**config.mk**
```make
export PLATFORM = sky130hd
export DESIGN_NAME = echo_requester
export DESIGN_NICKNAME = d
export VERILOG_FILES = /design/src/rtl/echo_requester.sv
export SDC_FILE = /design/constraint.sdc
export NUM_CORES = 1
export LEC_CHECK = 0
export ABC_AREA = 1
export CAP_MARGIN = 20
export CELL_PAD_IN_SITES_DETAIL_PLACEMENT = 0
export CELL_PAD_IN_SITES_GLOBAL_PLACEMENT = 1
export CORE_MARGIN = 4
export CORE_UTILIZATION = 39
export DETAILED_ROUTE_END_ITERATION = 8
export PLACE_DENSITY_LB_ADDON = 0.1
export SLEW_MARGIN = 20
export SYNTH_ARGS = -nofsm -noshare
export SYNTH_HDL_FRONTEND = slang
export SYNTH_SLANG_ARGS = --single-unit
```
**constraint.sdc**
```tcl
create_clock -name CLK -period 3.1 [get_ports CLK]
set_input_delay 0.31 -clock CLK [delete_from_list [all_inputs] [get_ports CLK]]
set_output_delay 0.31 -clock CLK [all_outputs]
set_load 0.005 [all_outputs]
```
**src/rtl/echo_requester.sv**
```systemverilog
// echo_requester: issues a burst of incrementing echo requests and checks returned indications in order.
// Outstanding payloads are held in a small FIFO; mismatches and response timeouts are reported.
module echo_requester #(
    parameter int DEPTH   = 4,
    parameter int CNT_W   = 16,
    parameter int TIMEOUT = 1024
) (
    input  logic             CLK,
    input  logic             nRST,
    input  logic             start__ENA,
    input  logic [CNT_W-1:0] start_count,
    input  logic [31:0]      start_seed,
    output logic             start__RDY,
    output logic             echoReq__ENA,
    output logic [31:0]      echoReq_v,
    input  logic             echoReq__RDY,
    input  logic             echo__ENA,
    input  logic [31:0]      echo_v,
    output logic             echo__RDY,
    output logic             done,
    output logic             timeout,
    output logic [CNT_W-1:0] errors,
    output logic [CNT_W-1:0] received
);
    localparam int AW = $clog2(DEPTH);
    localparam int TW = $clog2(TIMEOUT + 1);
    localparam logic [AW:0]   FULL = (AW + 1)'(DEPTH);
    localparam logic [TW-1:0] TMO  = TW'(TIMEOUT);

    typedef enum logic [1:0] {IDLE, RUN, DRAIN, DONE} state_t;
    state_t state, state_nx;

    logic [CNT_W-1:0] count, issued;
    logic [31:0]      next_v;
    logic [31:0]      mem [DEPTH];
    logic [AW-1:0]    wr_ptr, rd_ptr;
    logic [AW:0]      fcnt;
    logic [TW-1:0]    idle;
    logic             go, push, pop, full, empty, active, tmo;

    assign full         = fcnt == FULL;
    assign empty        = fcnt == '0;
    assign tmo          = idle == TMO;
    assign active       = state == RUN || state == DRAIN;
    assign start__RDY   = state == IDLE || state == DONE;
    assign go           = start__ENA && start__RDY;
    assign echoReq__ENA = state == RUN && issued < count && !full && echoReq__RDY;
    assign echoReq_v    = next_v;
    assign echo__RDY    = active && !empty;
    assign push         = echoReq__ENA;
    assign pop          = echo__ENA && echo__RDY;

    always_comb begin
        state_nx = state;
        if (go)
            state_nx = RUN;
        else if (active && tmo)
            state_nx = DONE;
        else if (state == RUN && issued == count)
            state_nx = DRAIN;
        else if (state == DRAIN && received == count)
            state_nx = DONE;
    end

    always_ff @(posedge CLK or negedge nRST)
        if (!nRST)
            state <= IDLE;
        else
            state <= state_nx;

    always_ff @(posedge CLK)
        if (push)
            mem[wr_ptr] <= next_v;

    always_ff @(posedge CLK or negedge nRST)
        if (!nRST) begin
            count    <= '0;
            issued   <= '0;
            received <= '0;
            errors   <= '0;
            next_v   <= '0;
            wr_ptr   <= '0;
            rd_ptr   <= '0;
            fcnt     <= '0;
            idle     <= '0;
            done     <= 1'b0;
            timeout  <= 1'b0;
        end else if (go) begin
            count    <= start_count;
            next_v   <= start_seed;
            issued   <= '0;
            received <= '0;
            errors   <= '0;
            wr_ptr   <= '0;
            rd_ptr   <= '0;
            fcnt     <= '0;
            idle     <= '0;
            done     <= 1'b0;
            timeout  <= 1'b0;
        end else begin
            if (push) begin
                next_v <= next_v + 32'd1;
                issued <= issued + 1'b1;
                wr_ptr <= wr_ptr + 1'b1;
            end
            if (pop) begin
                rd_ptr   <= rd_ptr + 1'b1;
                received <= received + 1'b1;
                if (mem[rd_ptr] != echo_v && errors != '1)
                    errors <= errors + 1'b1;
            end
            fcnt <= fcnt + {{AW{1'b0}}, push} - {{AW{1'b0}}, pop};
            // Timer only runs while something is outstanding and nothing is coming back
            idle <= pop ? '0 : (active && !empty && !tmo) ? idle + 1'b1 : idle;
            if (active && state_nx == DONE) begin
                done    <= 1'b1;
                timeout <= tmo;
            end
        end
endmodule
```
**Word-level counts from Yosys, hierarchy flattened**

Memories as Yosys holds them, arrays and structs flattened.
Cells that the tools add are included.

- Flip-flop bits (word level): 118
- Bits in latches: 0
- Memory bits (writable): 128
- ROM bits: 0
- Input bits: 85
- Word-level logic and storage cells: 85
- Memories: 1

- $add $sub $neg: 9
- Multiply operators: 0
- Divide/modulo/power cells: 0
- $lt $le $gt $ge: 1
- Equality and inequality tests: 10
- Shift-type cells: 0
- Mux-type cells: 27
- Bitwise operators: 0
- Reduce and logical (&&, ||, !) cells: 25

Memory list:

| memory | words | bits a word | rd ports | clocked after Yosys merged registers in | wr ports | line | RTL |
|---|---|---|---|---|---|---|---|
| mem | 4 | 32 | 1 | 0 | 1 | 35 | `logic [31:0] mem [DEPTH];` |

Operators with widths:

| operator | number |
|---|---|
| $mux W16 | 7 |
| $mux W32 | 2 |
| $add A16 B1 Y16 const B | 3 |
| $mux W11 | 3 |
| $add A32 B1 Y32 const B | 1 |
| $eq A16 B16 Y1 | 2 |
| $ne A32 B32 Y1 | 1 |
| $lt A16 B16 Y1 | 1 |
| $mux W2 | 8 |
| $ne A16 B16 Y1 const B | 1 |
| $logic_and A1 B1 Y1 | 12 |
| $add A11 B1 Y11 const B | 1 |
| $eq A11 B11 Y1 const B | 1 |
| $reduce_bool A2 Y1 | 4 |
| $eq A2 B2 Y1 const B | 3 |
| $mux W1 | 6 |
| $add A2 B1 Y2 const B | 2 |
| $add A3 B1 Y3 | 1 |
| $eq A3 B3 Y1 const B | 1 |
| $logic_not A1 Y1 | 3 |
| $logic_not A3 Y1 | 1 |
| $mux W3 | 1 |
| $reduce_bool A3 Y1 | 1 |
| $sub A3 B1 Y3 | 1 |
| other kinds (4) | 5 |

**Longest topological paths before layout**

Gate-level depths: netlist of run 1.

- Depth after elaboration: 10
- Depth in mapped cells: 17
- Depth with buffers taken out: 15

**Worst setup path before layout of run 1**

Ideal clock, no wire load.

- Path kind: register to register
- Start: reg issued[13]
- End: mem mem[0][0] (enable)
- Setup time: 0.421 ns
- Data arrival time: 2.888 ns
- Path slack: -0.209 ns
- Cell stages (with the launch flop): 8
- Period minus slack after synthesis: 3.309 ns
- Path through: dfrtp_1 -> ha_1 -> a21oi_1 -> nor2_1 -> nor4_1 -> nand2_1 -> clkbuf_1 -> nor2_1

- Word-level cells in the longest chain between the ends: 6

Ends and longest elaborated chain:

| what | line | RTL |
|---|---|---|
| start, declared | 33 | `logic [CNT_W-1:0] count, issued;` |
| start signal, assigned | 103 | `issued <= issued + 1'b1;` |
| $lt A16 B16 Y1 | 47 | `assign echoReq__ENA = state == RUN && issued < count && !full && echoReq__RDY;` |
| $logic_and A1 B1 Y1 (3 in series) | 47 |  |
| $mux W1 | 72 | `if (push)` |
| $mux W1 (not written as such) | 73 | `mem[wr_ptr] <= next_v;` |
| end, declared | 35 |  |

No other way between the ends.

**Worst setup path after layout of run 1**

- Start: reg count[9]
- End: out echoReq__ENA

- Word-level cells in the longest chain between the ends: 4

Ends and longest elaborated chain:

| what | line | RTL |
|---|---|---|
| start, declared | 33 |  |
| start signal, assigned | 89 | `count <= start_count;` |
| $lt A16 B16 Y1 | 47 |  |
| $logic_and A1 B1 Y1 (3 in series) | 47 |  |
| end, declared | 14 | `output logic echoReq__ENA,` |

No other way between the ends.

==> results.md, run 1 <==
* Status: finished clean
* Post-Synth Adder-Cell Area at 3.03%
* Design Area, Final at 0.0163 mm²
* Area growth from synthesis to layout at 25.0%
* Slew headroom at 53.6%
* Endpoints failing hold at 0
* Seq/Total Area, Yosys at 52.1%
* Worst-path maximum fanout at 9
* M1 WL at 17.0 mm
* Fin Setup TNS at 0 ns
* Dominant cells by area after synthesis: edfxtp_1, dfrtp_1, nand2_1
* Post-DR wirelength/cell at 17.5 µm
* Worst Setup EP: echoReq__ENA
* Xor and xnor area share after synthesis at 3.16%
* Drt pass-1 iters at 5
* Post-synthesis register bit count at 246
* Final critical path time including I/O delays and setup at 2.90 ns
* Unrepaired setup endpoints after global routing: false
* Post-synth cell types at 41
* FFs w/ async S/R, synth at 48.0%
* Share of layout cells above drive strength 1 at 6.33%
* Vias at 10869
* Die Wd at 191 µm
* Post-synth EDFFs at 128
* CP Capture Type: output port
* 1st-iter DRT viols at 539
* CTS tree: done
* Skew final at 0.0131 ns
* R2r startpoint: count[9]
* Yosys warnings at 0
* Worst setup startpoint: count[9]
* Most numerous cell in the Yosys netlist: nand2_1
* Reg2Reg Setup Slack at 0.42 ns
* Global route total overflow at 0
* First-pass GRT wire length at 59.1 mm
* Worst-Margin Slew at 0.694 ns
* I/O Pins at 154
* Final setup vio count at 0
* Area leader, netlist: edfxtp_1
* Clk sinks at 246
* Mapped cell area at 0.0130 mm²
* Crit path kind: reg2out
* Critical Path AT at 2.59 ns
* Row cnt at 66
* Routed wl met3 at 1.53 mm
* Top post-synthesis cells by count: nand2_1, nand3_1, inv_1
* Clock Path Buffers at 3
* Post-synthesis mux area share at 0%
* Maximum VDD drop at 542 µV
* Max Cap Viol at 0
* Setup crit start kind: flip-flop
* Worst reg2reg endpoint: mem[2][2]
* Synth top area share at 29.5%
* Hold WS at 0.289 ns
* Post-DP HPWL at 26.3 mm
* Main flop type after synthesis: edfxtp_1
* Largest family of logic cells by synthesized area: simple AND/OR/NAND/NOR gates
* Vias in the first global route at 10642
* Post-Route WL at 37.8 mm
* CTS root buffer: clkbuf_16
* Worst Path Required at 2.79 ns
* GRT Overall Usage at 20.4%
* Fill cells at 3152
* FMAX at 345 MHz
* Synth Area in Compound Gates at 5.70%
* Antenna diodes at 0
* Initial antenna violation count at 2
* Hold Path Class: in2async
* DRC at 0
* Max Slew Vio Count at 0
* Metal2 WL at 18.6 mm
* DR vias/cell at 5.02
* Pwr Density at 911 mW/mm²
* Worst Reg-to-Reg Cells at 10
* Post-DP Area at 0.0152 mm²
* Inst Count DP at 2108
* Static leakage at 7.02 nW
* Clock Latency Late Sink at 0.55 ns
* DIE AREA at 0.0364 mm²
* Die H at 191 µm
* DR top layer: met5
* Final Net Count at 1816
* CTS Buf Count at 28
* Final worst-path cycle share at 93.5%
* Final Instance Count excl. Fillers at 2164
* Core ar. at 0.0328 mm²
* Starting density of the core at 39.8%
* Gate Count Post-Synth at 1543
* GPL Wtd Cong at 0.838
* Largest net degree at the start of global routing at 65
* Clk slew on worst S/H paths at 0.06 ns
* ANT nets after route at 0
* Average size of a mapped cell at 8.46 µm²
* Syn Nets at 1659
* Simple-Gate Fraction of Synth Area at 29.5%
* IO buf count at 153
* Htree depth at 1
-- flip-flops by register name, summed over array words and instances (netlist names) --
name       cells
count         16
done           1
echoReq_v     32
errors        16
fcnt           3
idle          11
issued        16
mem          128
rd_ptr         2
received      16
state          2
timeout        1
wr_ptr         2
-- routing by layer --
metal | track usage [%] | vias to the layer above
met1 | 26.8 | 5137
met4 | 4.17 | 4
met3 | 2.85 | 45
met2 | 36.2 | 222
met5 | 0 | -
li1 | - | 5461
-- cells by family (layout without fill, tap and decap cells) --
family | after synthesis | after routing
compound gates | 131 | 131
xor+xnor | 47 | 47
fa+ha+maj | 31 | 31
buf+inv | 200 | 379
flops | 246 | 246
simple gates | 888 | 888
-- cell usage in the layout (no fill, tap or decap), types with 16 or more instances in the layout --
cell,Yosys,routed
nand2_1,486,483
nand3_1,188,188
clkdlybuf4s50_1,0,152
inv_1,140,139
edfxtp_1,128,128
dfrtp_1,118,116
nor2_1,92,88
o21ai_0,58,56
nor3_1,39,39
nand4_1,37,37
a21oi_1,36,36
xor2_1,32,32
ha_1,30,30
clkbuf_16,0,29
buf_4,7,22
or2_2,16,16
-- critical path, stage by stage (launching register included) --
cell and delay, ns:
dfrtp_1 0.38, inv_1 0.11, ha_1 0.25, a21oi_1 0.16, o21a_1 0.12, nor2_1 0.04, nor4_2 0.23, nand2_4 0.10
clkinv_4 0.12, clkdlybuf4s50_1 0.52
-- layout make-up --
class	instances	area, µm²	share of cell area [%]
sequential	246	6800	41.7
multi-input combinational	1097	5460	33.5
timing repair buffer	184	1890	11.6
clock buffer	34	744	4.57
tap	442	553	3.39
inverter	143	542	3.32
clock inverter	18	313	1.92
-- power breakdown --
part	switching (mW)	total, mW	internal (mW)
clock	1.36	3.81	2.45
combinational	3.46	5.63	2.17
sequential	0.866	5.41	4.54
-- how the worst min path moves through the flow --
stage / to / depth (start not counted) / slack, ns / start
floorplan: count[0] / 0 / 0.01 / nRST
global placement: idle[3] / 1 / 0.34 / nRST
detailed placement: idle[0] / 1 / 0.33 / nRST
CTS: idle[0] / 2 / 0.29 / nRST
global route: count[11] / 3 / 0.34 / start_count[11]
finish: idle[3] / 2 / 0.29 / nRST
-- through the flow --
step / utilization [%] / setup slack, ns / total power [mW]
final: 49.7 / 0.202 / 14.8
after global routing: 49.7 / 0.0531 / 15.9
after CTS: 49.6 / 0.0123 / 15.0
after detailed placement: 46.3 / 0.0762 / 11.1
after global placement: 46.2 / 0.140 / 11.0
after floorplan: - / -0.209 / 8.84
-- timing repair --
action,CTS,global route
cloned,0,0
setup endpoints to repair,1,1
hold buffers,1,0
buffers inserted,0,2
endpoints found under the hold margin,36,0
resized for setup,4,3
pin swaps,0,2
Power figures use the tool's default switching activity.
==> inputs of run 2 (changes only) <==
CORE_MARGIN = 5   (was 4)
==> run 2 against run 1 <==
- cell area shrank 0.80%
- via count shrank 0.18%
- fmax grew 5.0%
- largest power group unchanged
- hold slack gained 0.056 ns
- sequential power is essentially flat
- die area grew 2.1%
- sequential cell count is the same
- register-to-register slack lost 0.08 ns
==> results.md, run 2 (synthesis results as in run 1) <==
* Post-Route WL at 37.7 mm (-0.26%)
* Slew headroom at 27.5% (-26 points)
* Maximum VDD drop at 545 µV (+0.58%)
* Crit path kind: reg2reg
* Row cnt at 67 (+1.5%)
* Starting density of the core at 39.2% (-0.59 points)
* Die Wd at 193 µm (+1.0%)
* Pwr Density at 900 mW/mm² (-1.2%)
* Die H at 193 µm (+1.0%)
* DR vias/cell at 5.02 (-0.14%)
* Antenna diodes at 0 (unchanged)
* Max FFs per register at 128 (unchanged)
* Global route total overflow at 0 (unchanged)
* Worst path top cell family by delay: simple AND/OR/NAND/NOR gates
* Max Cap Viol at 0 (unchanged)
* GRT Overall Usage at 20.2% (-0.21 points)
* Critical Path AT at 3.16 ns (+0.57 ns)
* CTS root buffer: clkbuf_16
* Hold Path Class: in2reg
* Clock Latency Late Sink at 0.54 ns (about the same)
* Vias at 10849 (-0.18%)
* Skew final at 0.0181 ns (+0.00501 ns)
* Setup crit start kind: flip-flop
* CP max stage delay at 0.43 ns (-0.09 ns)
* GPL Wtd Cong at 0.828 (-1.1%)
* Drt pass-1 iters at 5 (unchanged)
* Core ar. at 0.0333 mm² (+1.5%)
* Clk slew on worst S/H paths at 0.06 ns (about the same)
* Reg2Reg Setup Slack at 0.34 ns (-0.08 ns)
* CTS Buf Count at 29 (+3.6%)
* First-pass GRT wire length at 59.1 mm (+0.10%)
* Vias in the first global route at 10514 (-1.2%)
* Commonest non-fill, non-tap cell in the layout: nand2_1
* Final Net Count at 1809 (-0.39%)
* Inst Count DP at 2108 (unchanged)
* I/O Pins at 154 (unchanged)
* Static leakage at 6.95 nW (-0.95%)
* Clock Path Buffers at 3 (unchanged)
* Status: finished clean
* FMAX at 362 MHz (+5.0%)
* Fill cells at 3259 (+3.4%)
* Final worst-path cycle share at 89.0% (-4.5 points)
* Util after Layout at 48.6% (-1.1 points)
* CP Capture Type: flip-flop
* Final setup vio count at 0 (unchanged)
* Top reg by flops: mem
* Post-DR wirelength/cell at 17.5 µm (-0.21%)
* Final Instance Count excl. Fillers at 2163 (-0.046%)
* DIE AREA at 0.0372 mm² (+2.1%)
* 1st-iter DRT viols at 485 (-10%)
* Worst Path Required at 3.50 ns (+0.71 ns)
* Unrepaired setup endpoints after global routing: false
* Largest net degree at the start of global routing at 119 (+83%)
* CP Buf/Inv Count at 2 (-1)
* CTS tree: done
* Post-DP HPWL at 25.9 mm (-1.3%)
* IO buf count at 153 (unchanged)
* Total Power at 14.6 mW (-2.0%)
* Clk sinks at 246 (unchanged)
* Endpoints failing hold at 0 (unchanged)
* Worst-Margin Slew at 1.09 ns (+0.392 ns)
* Htree depth at 1 (unchanged)
* Slowest-stage cell, CP: dfrtp_1
* Initial antenna violation count at 0 (-2)
* Cells along the critical path: ha_1 > nand2_1 > nor2_1 > nand4_1 > or2_2 > nand2_4 > buf_4 > nand2_2 > buf_4 > nor2_1 > a21oi_1
* Share of layout cells above drive strength 1 at 5.71% (-0.62 points)
* Final critical path time including I/O delays and setup at 2.76 ns (-0.139 ns)
* Area growth from synthesis to layout at 24.0%
* ANT nets after route at 0 (unchanged)
* DRC at 0 (unchanged)
* Worst-path maximum fanout at 46 (+37)
* Most frequent cells in the layout: nand2_1, nand3_1, clkdlybuf4s50_1, inv_1, edfxtp_1
* Max Slew Vio Count at 0 (unchanged)
run 2: metrics by stage:
stage / hold slack [ns] / area (µm²) / setup TNS [ns] / setup WS (ns)
finish: 0.345 / 16200 / 0 / 0.341
global route: 0.336 / 16200 / 0 / 0.0572
CTS: 0.321 / 16100 / 0 / 0.0162
detailed placement: 0.469 / 15100 / 0 / 0.217
global placement: 0.471 / 15100 / 0 / 0.285
floorplan: 0.0144 / 13000 / -26.80 / -0.209
run 2: power breakdown:
group / switching [mW] / internal [mW]
combinational: 3.46 / 2.13
sequential: 0.833 / 4.55
clock: 1.36 / 2.23
total: 5.65 / 8.90
run 2: per-layer routing:
metal | vias to the layer above | global-route usage [%] | part of all wire, %
li1 | 5447 | - | -
met1 | 5150 | 27.3 | 45
met2 | 210 | 35.3 | 49
met3 | 42 | 2.37 | 4.2
met4 | 0 | 4.03 | 1.6
met5 | - | 0 | 0
run 2: tightest hold or removal path: cells and delay by family:
kind	cells	cell delay (ns)
simple gates	1	0.06
compound gates	1	0.06
buf+inv	1	0.39
run 2: path summary, 6_finish.rpt:
kind	start	cells after the start	end
max reg2reg	issued[11]	11	echoReq_v[7]
max in group asynchronous	nRST	3	rd_ptr[0]
max	issued[11]	11	echoReq_v[7]
min	start_count[10]	3	count[10]
min reg2reg	done	2	done
min in group asynchronous	nRST	3	idle[9]
run 2: repair_timing:
item | 4_1_cts | 5_1_grt
setup endpoints to repair | 1 | 1
hold buffers | 1 | 0
setup buffers | 0 | 0
endpoints found under the hold margin | 118 | 0
pin swaps | 1 | 1
resized for setup | 4 | 1
run 2: area by class of cell:
class	count	area, µm²	area share [%]
clock inverter	18	240	1.49
clock buffer	35	758	4.69
multi-input combinational	1097	5460	33.8
sequential	246	6800	42.0
timing repair buffer	176	1810	11.2
inverter	143	542	3.35
tap	448	561	3.47
==> inputs of run 3 (changes only) <==
ABC_AREA = 0   (was 1)
CORE_UTILIZATION = 40   (was 39)
==> run 3 against run 2 <==
- non-clock buffer count up 26
- final cell count down 29%
- sequential share of layout area up 3.7 points
- routed wire length down 21%
- first-iteration DRC count up 15%
- via count down 26%
==> results.md, run 3 <==
* Hold Path Class: in2async
* Switching share of power at 32.7% (-6.2 points)
* Vias at 8074 (-26%)
* Post-synth cell types at 53 (+29%)
* Most frequent cells in the layout: clkdlybuf4s50_1, edfxtp_1, dfrtp_1, nand2_1, nor2_1
* Main flop type after synthesis: edfxtp_1
* Pwr Density at 874 mW/mm² (-2.9%)
* 1st-iter DRT viols at 558 (+15%)
* Post-synthesis register bit count at 246 (unchanged)
* Post-Route WL at 29.8 mm (-21%)
* GRT Overall Usage at 18.1% (-2.1 points)
* Slew headroom at 53.5% (+26 points)
* Skew final at 0.0130 ns (-0.00509 ns)
* Max FFs per register at 128 (unchanged)
* Drt pass-1 iters at 4 (-1)
* Status: finished clean
* Final setup margin at 0.137 ns (-0.204 ns)
* Worst Path Required at 2.79 ns (-0.71 ns)
* Die H at 180 µm (-6.6%)
* Vias in the first global route at 8131 (-23%)
* Post-DP Area at 0.0138 mm² (-8.8%)
* Most numerous cell in the Yosys netlist: edfxtp_1
* Critical Path AT at 2.65 ns (-0.51 ns)
* CTS Buf Count at 28 (-3.4%)
* Syn Nets at 1059 (-36%)
* First-pass GRT wire length at 47.1 mm (-20%)
* Dominant cells by area after synthesis: edfxtp_1, dfrtp_1, mux4_2
* Starting density of the core at 40.4% (+1.2 points)
* Max Slew Vio Count at 0 (unchanged)
* Largest net degree at the start of global routing at 67 (-44%)
* Gate Count Post-Synth at 943 (-39%)
* CP Capture Type: output port
* Clock Path Buffers at 3 (unchanged)
* Synth top area share at 33.2% (+3.7 points)
* R2r startpoint: count[13]
* Yosys warnings at 0 (unchanged)
* Area growth from synthesis to layout at 28.5%
* Antenna diodes at 0 (unchanged)
* Switch Pwr at 4.25 mW (-25%)
* Clk sinks at 246 (unchanged)
* Seq/Total Area, Yosys at 58.7% (+6.6 points)
* DRC at 0 (unchanged)
* Htree depth at 1 (unchanged)
* Design Area, Final at 0.0149 mm² (-8.0%)
* Clock power frac at 24.2% (-0.4 points)
* Static leakage at 5.58 nW (-20%)
* CTS root buffer: clkbuf_16
* Register area at 0.00680 mm² (about the same)
* Share of layout cells above drive strength 1 at 12.7% (+7.0 points)
* DR vias/cell at 5.24 (+4.5%)
* Post-DP HPWL at 21.1 mm (-19%)
* Setup crit start kind: flip-flop
* IO buf count at 153 (unchanged)
* Area of the multi-input gates at 0.00457 mm² (-16%)
* Cell-internal power at 8.76 mW (-1.7%)
* I/O Pins at 154 (unchanged)
* Post-DR wirelength/cell at 19.3 µm (+11%)
* Average size of a mapped cell at 12.3 µm² (+45%)
* GPL Wtd Cong at 0.779 (-5.9%)
* ANT nets after route at 0 (unchanged)
* Cells along the critical path: inv_2 > ha_4 > a21o_1 > a21oi_2 > nor2b_2 > a2111oi_4 > o211ai_1 > inv_1 > buf_4 > buf_6 > dlygate4sd2_1
* Initial antenna violation count at 0 (unchanged)
* Clk slew on worst S/H paths at 0.06 ns (about the same)
* CP max stage delay at 0.40 ns (-0.03 ns)
* Unrepaired setup endpoints after global routing: false
* Global route total overflow at 0 (unchanged)
* Comb power frac at 33.1% (-5.3 points)
* DIE AREA at 0.0324 mm² (-13%)
* Maximum VDD drop at 402 µV (-26%)
* Final worst-path cycle share at 95.6% (+6.6 points)
* Commonest non-fill, non-tap cell in the layout: clkdlybuf4s50_1
* Area leader, netlist: edfxtp_1
* Worst-path maximum fanout at 6 (-87%)
* Fill cells at 2498 (-23%)
* Mapped cell area at 0.0116 mm² (-11%)
* FMAX at 338 MHz (-6.9%)
* Clock Latency Late Sink at 0.53 ns (about the same)
* Worst setup startpoint: count[13]
* CTS tree: done
* Final Net Count at 1253 (-31%)
* Slowest-stage cell, CP: dfrtp_1
* Fin Setup TNS at 0 ns (unchanged)
* FFs w/ async S/R, synth at 48.0% (unchanged)
* Core ar. at 0.0286 mm² (-14%)
* Dpl ws at 0.181 ns (-0.0352 ns)
* Endpoints failing hold at 0 (unchanged)
* Row cnt at 62 (-7.5%)
* Max Cap Viol at 0 (unchanged)
* Crit path kind: reg2out
* Top reg by flops: mem
* Final setup vio count at 0 (unchanged)
* Final critical path time including I/O delays and setup at 2.96 ns (+0.204 ns)
* Post-synth EDFFs at 128 (unchanged)
* Top post-synthesis cells by count: edfxtp_1, dfrtp_1, nand2_1
* Die Wd at 180 µm (-6.6%)
* Worst-Margin Slew at 0.693 ns (-0.393 ns)
* Seq pwr share at 42.7% (+5.8 points)
run 3: cell count changes after synthesis, moves of 28 or more:
cell	previous run	this run
inv_1	140	35
nor3_1	39	6
nand2_1	486	88
xnor2_1	15	65
nand3_1	188	25
or3_1	0	36
a31oi_1	2	30
run 3: cell type report:
class                      count  share of cell area, %
inverter                      35                  0.883
timing repair buffer         202                   13.6
tap                          384                   3.23
clock inverter                 4                  0.378
clock buffer                  46                   5.57
sequential                   246                   45.7
multi-input combinational    624                   30.7
run 3: routing by layer:
metal	routed length (µm)	track usage, %
met1	14300	26.5
met2	14000	29.3
met3	1130	2.73
met4	327	2.90
met5	0	0
run 3: per-stage QoR:
step,utilization (%),hold WS (ns),total power [mW],cells
2_1_floorplan,-,0.0144,7.88,943
3_3_place_gp,48.2,0.330,9.78,1473
3_5_place_dp,48.2,0.332,9.85,1473
4_1_cts,51.6,0.307,13.1,1534
5_1_grt,52.0,0.337,13.8,1541
6_report,52.0,0.303,13.0,1541
run 3: path summary, 6_finish.rpt:
kind / end / slack, ns / cells after the start
max: echoReq__ENA / 0.14 / 11
min: echoReq_v[13] / 0.30 / 2
max reg2reg: fcnt[2] / 0.17 / 17
min reg2reg: done / 0.51 / 1
max in group asynchronous: rd_ptr[0] / 1.95 / 3
min in group CLK: count[4] / 0.33 / 3
run 3: power groups by stage:
stage	sequential [mW]	clock, mW	combinational (mW)
after global routing	5.70	3.37	4.75
final	5.55	3.15	4.31
after floorplan	5.27	0	2.61
after CTS	5.56	3.23	4.32
after detailed placement	5.62	0	4.23
after global placement	5.60	0	4.18
run 3: cell families (layout without fill, tap and decap cells):
| kind of cell | after synthesis | in the layout | share of synthesized area, % |
|---|---|---|---|
| multiplexers | 41 | 41 | 7.16 |
| adder cells (fa/ha/maj) | 31 | 31 | 3.41 |
| AO/OA/AOI/OAI | 150 | 150 | 7.86 |
| AND/OR/NAND/NOR | 320 | 320 | 13.9 |
| buffers and inverters | 73 | 287 | 2.73 |
| flip-flops | 246 | 246 | 58.7 |
| XOR/XNOR | 82 | 82 | 6.20 |
run 3: worst max-delay path: cells and delay by family, from the launching register on:
kind	cells	cell delay, ns
AOI/OAI and AO/OA	4	0.76
buffers and inverters	5	0.70
adders and majority gates	1	0.20
DFF	1	0.40
and+or+nand+nor	1	0.06
run 3: repair_timing:
item / CTS / global route
pin swaps: 2 / 11
hold buffers: 1 / 0
hold endpoints to repair: 35 / 0
gates cloned: 0 / 0
buffers inserted: 10 / 8
endpoints found under the setup margin: 1 / 2
resized for setup: 5 / 14
